[src/rtl/sdp_ram_ar.sv]
// ---------------------------------------------------------------------------
// sdp_ram_ar
// Simple dual-port RAM: one synchronous write port and one asynchronous
// (combinational) read port, both in a single clock domain. Intended as the
// storage array under a FIFO, so that the head word is visible in the same
// cycle the FIFO raises its valid flag.
//
// Ports:
//   clk        - rising-edge clock for the write port
//   rst        - asynchronous active-high reset; clears every entry to 0
//   write      - write enable, sampled at the rising edge of clk
//   write_data - word to store
//   write_addr - write location
//   read_addr  - read location
//   read_data  - mem[read_addr], combinational (0 for out-of-range addresses)
// ---------------------------------------------------------------------------
module sdp_ram_ar #(
  parameter int DATA_WIDTH = 8,
  parameter int MEM_DEPTH  = 16,
  parameter int ADDR_W     = $clog2(MEM_DEPTH)
) (
  input  logic                  clk,
  input  logic                  rst,
  input  logic                  write,
  input  logic [DATA_WIDTH-1:0] write_data,
  input  logic [ADDR_W-1:0]     write_addr,
  input  logic [ADDR_W-1:0]     read_addr,
  output logic [DATA_WIDTH-1:0] read_data
);

  // Storage array; every entry is cleared by reset, so no X ever reaches
  // the read port.
  logic [DATA_WIDTH-1:0] r_mem [MEM_DEPTH];

  logic w_wr_in_range;
  logic w_rd_in_range;

  // Address range qualification. With a non-power-of-2 depth some address
  // codes have no backing entry: writes there are dropped, reads return 0.
  always_comb begin
    w_wr_in_range = 1'b0;
    w_rd_in_range = 1'b0;
    if (int'(write_addr) < MEM_DEPTH) begin
      w_wr_in_range = 1'b1;
    end else begin
      w_wr_in_range = 1'b0;
    end
    if (int'(read_addr) < MEM_DEPTH) begin
      w_rd_in_range = 1'b1;
    end else begin
      w_rd_in_range = 1'b0;
    end
  end

  // Write port with asynchronous clear of the whole array. Reset has
  // priority, so a write attempted while rst is high is ignored.
  always_ff @(posedge clk or posedge rst) begin
    if (rst) begin
      for (int i = 0; i < MEM_DEPTH; i++) begin
        r_mem[i] <= {DATA_WIDTH{1'b0}};
      end
    end else begin
      if (write && w_wr_in_range) begin
        r_mem[write_addr] <= write_data;
      end
    end
  end

  // Combinational read. There is deliberately no write-to-read bypass: on a
  // same-address collision the old word is shown until the clock edge.
  always_comb begin
    read_data = {DATA_WIDTH{1'b0}};
    if (w_rd_in_range) begin
      read_data = r_mem[read_addr];
    end else begin
      read_data = {DATA_WIDTH{1'b0}};
    end
  end

endmodule

[config.mk]
export PLATFORM = sky130hd
export DESIGN_NAME = sdp_ram_ar
export DESIGN_NICKNAME = d
export VERILOG_FILES = /design/src/rtl/sdp_ram_ar.sv
export SDC_FILE = /design/constraint.sdc
export NUM_CORES = 1
export LEC_CHECK = 0
export CAP_MARGIN = 15
export CELL_PAD_IN_SITES_DETAIL_PLACEMENT = 0
export CELL_PAD_IN_SITES_GLOBAL_PLACEMENT = 1
export CORE_MARGIN = 8
export CORE_UTILIZATION = 50
export CTS_CLUSTER_SIZE = 40
export DETAILED_ROUTE_END_ITERATION = 12
export PLACE_DENSITY = 0.85
export SYNTH_ARGS = -nofsm -noshare
export SYNTH_HDL_FRONTEND = slang
export SYNTH_SLANG_ARGS = --single-unit
export TNS_END_PERCENT = 30
[constraint.sdc]
create_clock -name clk -period 4.7 [get_ports clk]
set_input_delay 0.705 -clock clk [delete_from_list [all_inputs] [get_ports clk]]
set_output_delay 0.705 -clock clk [all_outputs]
set_load 0.1 [all_outputs]
==> results of run 1 <==
-- cell usage after synthesis --
| cell type | n | share of area [%] |
|---|---|---|
| dfrtp_1 | 128 | 54 |
| mux2_2 | 112 | 21 |
| mux4_2 | 32 | 12 |
| a22oi_1 | 16 | 2.0 |
| mux2_4 | 16 | 4.0 |
| clkbuf_1 | 11 | 0.69 |
| nand2_1 | 10 | 0.63 |
| buf_2 | 9 | 0.76 |
| buf_1 | 4 | 0.25 |
| nor2_2 | 4 | 0.42 |
| nor2b_1 | 4 | 0.42 |
| buf_4 | 3 | 0.38 |
| nand4bb_1 | 2 | 0.38 |
| nor4b_4 | 2 | 0.80 |
| or4_1 | 2 | 0.25 |
| and2_1 | 1 | 0.11 |
| and4bb_2 | 1 | 0.21 |
| buf_6 | 1 | 0.19 |
| inv_1 | 1 | 0.063 |
| nand2_2 | 1 | 0.11 |
| nand2b_1 | 1 | 0.11 |
| nand2b_4 | 1 | 0.23 |
| nand3_1 | 1 | 0.084 |
| nand3b_1 | 1 | 0.13 |
| nand4_1 | 1 | 0.11 |
| nor2_1 | 1 | 0.063 |
| nor3_2 | 1 | 0.17 |
| nor3b_2 | 1 | 0.21 |
| or3_1 | 1 | 0.11 |
-- where the power goes --
group | switching (mW) | internal, mW
registers | 0.131 | 1.36
clock network | 0.450 | 0.908
logic | 0.329 | 0.374
-- worst max path at each step --
stage            startpoint  cells past startpoint           end
2_1_floorplan           rst                      1      r_mem[0]
3_3_place_gp   read_addr[0]                      6  read_data[4]
3_5_place_dp   read_addr[0]                      6  read_data[4]
4_1_cts        read_addr[0]                      6  read_data[4]
5_1_grt        read_addr[0]                      6  read_data[4]
6_report       read_addr[0]                      6  read_data[4]
-- layer usage --
layer / up-vias / wire length (um)
met3: 14 / 593
met4: 0 / 153
met5: - / 0
met1: 1789 / 5865
li1: 1437 / -
met2: 78 / 6067
-- area by class of cell --
| cell class | instances | area share (%) |
|---|---|---|
| sequential | 128 | 46.40 |
| multi-input combinational | 212 | 37.83 |
| clock buffer | 29 | 8.120 |
| timing repair buffer | 31 | 3.951 |
| tap | 147 | 2.664 |
| clock inverter | 3 | 0.9425 |
| inverter | 1 | 0.09063 |
-- cells by family (layout without fill, tap and decap cells) --
family                 after synthesis  in the layout  synth area share, %
AND/OR/NAND/NOR                     36             36                4.519
multiplexers                       160            160                37.33
AO/OA/AOI/OAI                       16             16                2.018
buffers and inverters               29             64                2.333
flip-flops                         128            128                53.80
==> impl_metrics.yaml, run 1 <==
run_status:
  status: "complete, no violations"
setup_path:
  worstSetupStartpointType: "input port"
  path_cells: "buf_2, buf_4, mux4_2, a22oi_1, nand2_1, buf_4"
  crit_fanout: 19
  required_ns: 3.99
  cp_slowest_cell: "buf_2"
  critPathCaptureType: "primary output"
  crit_top_cell: "buf_4"
  r2r_setup_slack_ns: 3.91
  r2r-end: "r_mem[126]"
  cp_slowest_stage_delay_ns: 0.55
  worstPathArrival_ns: 2.68
  cp_top_family: "buffers and inverters"
  path_class: "in2out"
  r2r_start: "r_mem[126]"
  crit_buf_inv: 3
  reg2reg_depth: 1
global_route:
  grt_util_met2_pct: 24.93
  grtUsageMet3_pct: 5.567
  gr-max-usage-layer: "met2"
  groute.usage.overall_pct: 17.16
  grt_pass1_vias: 3567
  antenna_found_initial: 0
  grt_pass1_wl_um: 20220
  globalRouteMet1Util_pct: 23.31
  grt_max_degree: 55
  grt_overflow_total: 0
sta:
  finClkSkew_ns: 0
  slew_headroom_pct: 31.36
  fin_crit_ns: 3.387
  hold_ws_ns: 0.5004
  worstMarginPinSlew_ns: 1.028
  min_period_over_period_pct: 72.07
  worst_slack_ns: 1.313
  setup_viol: 0
  fmax_mhz: 295.2
  maxSlewViolCount: 0
  finalHoldViolCount: 0
  fin_setup_tns_ns: 0
  rsz0062_at_grt: "no"
floorplan:
  fp-row-count: 40
  dieArea_um2: 15650
  chipWidth_um: 125.1
  chipHeight_um: 125.1
  start_util_pct: 50.40
  ioPinCount: 27
  fp.coreArea_um2: 11810
placement:
  preCtsSetupSlack_ns: 1.266
  globalplace.congestion: 0.7384
  dp.cells: 519
  dp_hpwl_um: 8082
  numPortBuffers: 26
  post_dp_cell_area_um2: 6277
detailed_routing:
  drcViolationCount: 0
  routed_wl_um: 12680
  viasPerCell: 6.022
  drt_iter0_drc: 174
  drtAntennaViolNets: 0
  vias: 3318
  first_pass_iters: 4
  wire_per_inst_um: 23.01
min_path:
  hold_class: "reg2reg"
  worstHoldStart: "r_mem[48]"
  whs_path_depth: 1
  holdPathEnd: "r_mem[48]"
synthesis:
  syn_nets: 388
  postSynthAreaPerCell_um2: 16.13
  yosysSeqAreaShare_pct: 53.80
  synthDistinctLibCells: 29
  syn_inst: 369
  yosysWarningCount: 0
  synth-seq-cells: 128
  synth_area_um2: 5953
final_layout:
  fin_area_um2: 6903
  final_nets: 410
  seqCellArea_um2: 3203
  num_antenna_cells: 0
  final_cell_mix: "dfrtp_1 (128), mux2_2 (112), mux4_2 (32)"
  largest_register_ffs: 128
  stdcell_count: 551
  nFillCells: 911
  top_register: "r_mem"
  final_common_cell: "dfrtp_1"
  reg_top3: "r_mem: 128 flops"
  final_core_util_pct: 58.44
  syn_to_final_growth_pct: 15.95
  multi_input_area_um2: 2611
  drive_above_1_share_pct: 53.22
power:
  ir_drop_mv: 0.3156
  p_leak_nw: 2.987
  power.density_nw_per_um2: 514.6
  power_mw: 3.552
clocking:
  clk_pin_slew_worst_paths_ns: 0.05
  htree_levels: 4
  cts_resized: 0
  cts_setup_buffers: 0
  holdBufCountCts: 0
  cts.sinks: 128
  clock_latency_ns: 0.42
  cts_tree: "done"
  cts_inserted_buffers: 17
  cts_buffer_depth: 2
  root_buffer: "clkbuf_16"
job:
  drv_cap: 0
(Power assumes the default switching activity.)
==> inputs of run 2 (changes only) <==
Settings changed: CORE_UTILIZATION 50 to 47, PLACE_DENSITY 0.85 to 0.84.
Clock period 4.7 ns to 3 ns, I/O delays scaled along.
==> impl_metrics.yaml, run 2 (same netlist as run 1, synthesis figures left out) <==
min_path:
  hold_class: "in2async"
detailed_routing:
  drt_iter0_drc: 274
  drtAntennaViolNets: 0
  routed_wl_um: 12490
  first_pass_iters: 4
  viasPerCell: 5.699
  drcViolationCount: 0
  wire_per_inst_um: 21.25
  vias: 3351
clocking:
  cts_buffer_depth: 2
  clk_pin_slew_worst_paths_ns: 0.05
  holdBufCountCts: 0
  htree_levels: 4
  cts_resized: 0
  cts.sinks: 128
  cts_tree: "done"
  clock_latency_ns: 0.41
  cts_inserted_buffers: 17
  cts_setup_buffers: 0
  root_buffer: "clkbuf_16"
power:
  ir_drop_mv: 0.4480
  p_leak_nw: 3.095
  power.density_nw_per_um2: 797.4
sta:
  min_period_over_period_pct: 90.12
  maxSlewViolCount: 0
  fin_crit_ns: 2.703
  finClkSkew_ns: 0
  slew_headroom_pct: 53.24
  setup_viol: 0
  fmax_mhz: 369.9
  finalHoldViolCount: 0
  fin_setup_tns_ns: 0
  worstMarginPinSlew_ns: 0.6999
  rsz0062_at_grt: "no"
final_layout:
  final_cell_mix: "dfrtp_1 (128), mux2_2 (112), mux4_2 (32)"
  reg_top3: "r_mem: 128 flops"
  top_register: "r_mem"
  nFillCells: 994
  seqCellArea_um2: 3203
  syn_to_final_growth_pct: 21.16
  fin_area_um2: 7213
  num_antenna_cells: 0
  drive_above_1_share_pct: 54.33
  final_common_cell: "dfrtp_1"
  largest_register_ffs: 128
  final_core_util_pct: 57.63
  multi_input_area_um2: 2611
  final_nets: 422
setup_path:
  r2r_setup_slack_ns: 2.22
  reg2reg_depth: 1
  worstPathArrival_ns: 2.25
  path_cells: "clkdlybuf4s50_1, buf_12, mux4_2, a22oi_1, nand2_1, buf_12"
  critPathCaptureType: "primary output"
  r2r_start: "r_mem[95]"
  worstSetupStartpointType: "input port"
  crit_buf_inv: 3
  cp_slowest_cell: "mux4_2"
  required_ns: 2.55
  cp_top_family: "buffers and inverters"
  worst-path-stages: 6
  r2r-end: "r_mem[95]"
  crit_top_cell: "buf_12"
  cp_slowest_stage_delay_ns: 0.54
  path_class: "in2out"
  crit_fanout: 32
placement:
  dp_hpwl_um: 8020
  post_dp_cell_area_um2: 6575
  numPortBuffers: 26
  globalplace.congestion: 0.7942
floorplan:
  chipWidth_um: 128.5
  ioPinCount: 27
  fp-row-count: 41
  start_util_pct: 47.56
  chipHeight_um: 128.5
  dieArea_um2: 16520
  fp.coreArea_um2: 12520
run_status:
  status: "complete, no violations"
global_route:
  grt_pass1_wl_um: 20910
  grt_pass1_vias: 3683
  grt_overflow_total: 0
  groute.usage.overall_pct: 16.86
  grt_max_degree: 68
  antenna_found_initial: 0
job:
  drv_cap: 0
## run 2: changes by cell type in the layout (fill, tap and decap cells not counted), sizes merged
cell | previous run | this run
clkbuf | 29 | 22
clkinv | 1 | 3
bufinv | 2 | 5
clkinvlp | 0 | 3
buf | 14 | 26
inv | 1 | 0
## run 2: power by group
part / leakage, nW / total (mW) / switching [mW] / internal (mW)
Sequential: 1.57 / 2.32 / 0.193 / 2.13
Clock: 0.304 / 2.21 / 0.719 / 1.49
Combinational: 1.22 / 1.21 / 0.540 / 0.675
Total: 3.09 / 5.75 / 1.45 / 4.30
## run 2: layer usage
layer  vias to the layer above  track usage (%)  wire length [um]
met2                        71            25.81              6041
met4                         0            4.699               118
li1                       1459                -                 -
met5                         -                0                 0
met1                      1812            22.56              5676
met3                         9            5.503               656
## run 2: stage by stage
step	setup WS [ns]	std cells	hold WS (ns)	power, mW
5_1_grt	0.2229	588	0.4294	6.019
6_report	0.2965	588	0.4072	5.752
2_1_floorplan	0.4003	369	0.4738	3.198
4_1_cts	0.2888	588	0.4181	5.800
3_5_place_dp	0.2973	556	0.4871	3.567
3_3_place_gp	0.2472	556	0.4825	3.514
## run 2: cell type report
cell class / instances / share of cell area [%]
inverters: 1 / 0.1041
repair buffers: 43 / 7.459
clock inverters: 10 / 2.550
multi-input cells: 212 / 36.20
flip-flops and latches: 128 / 44.41
clock buffers: 22 / 6.297
well taps: 172 / 2.984
## run 2: worst max-delay path by stage
stage                       startpoint            to  slack (ns)
after CTS                 read_addr[1]  read_data[0]        0.29
after global placement    read_addr[0]  read_data[1]        0.25
after floorplan           read_addr[0]  read_data[0]        0.40
after detailed placement  read_addr[1]  read_data[0]        0.30
after global routing      read_addr[0]  read_data[1]        0.22
final                     read_addr[1]  read_data[0]        0.30
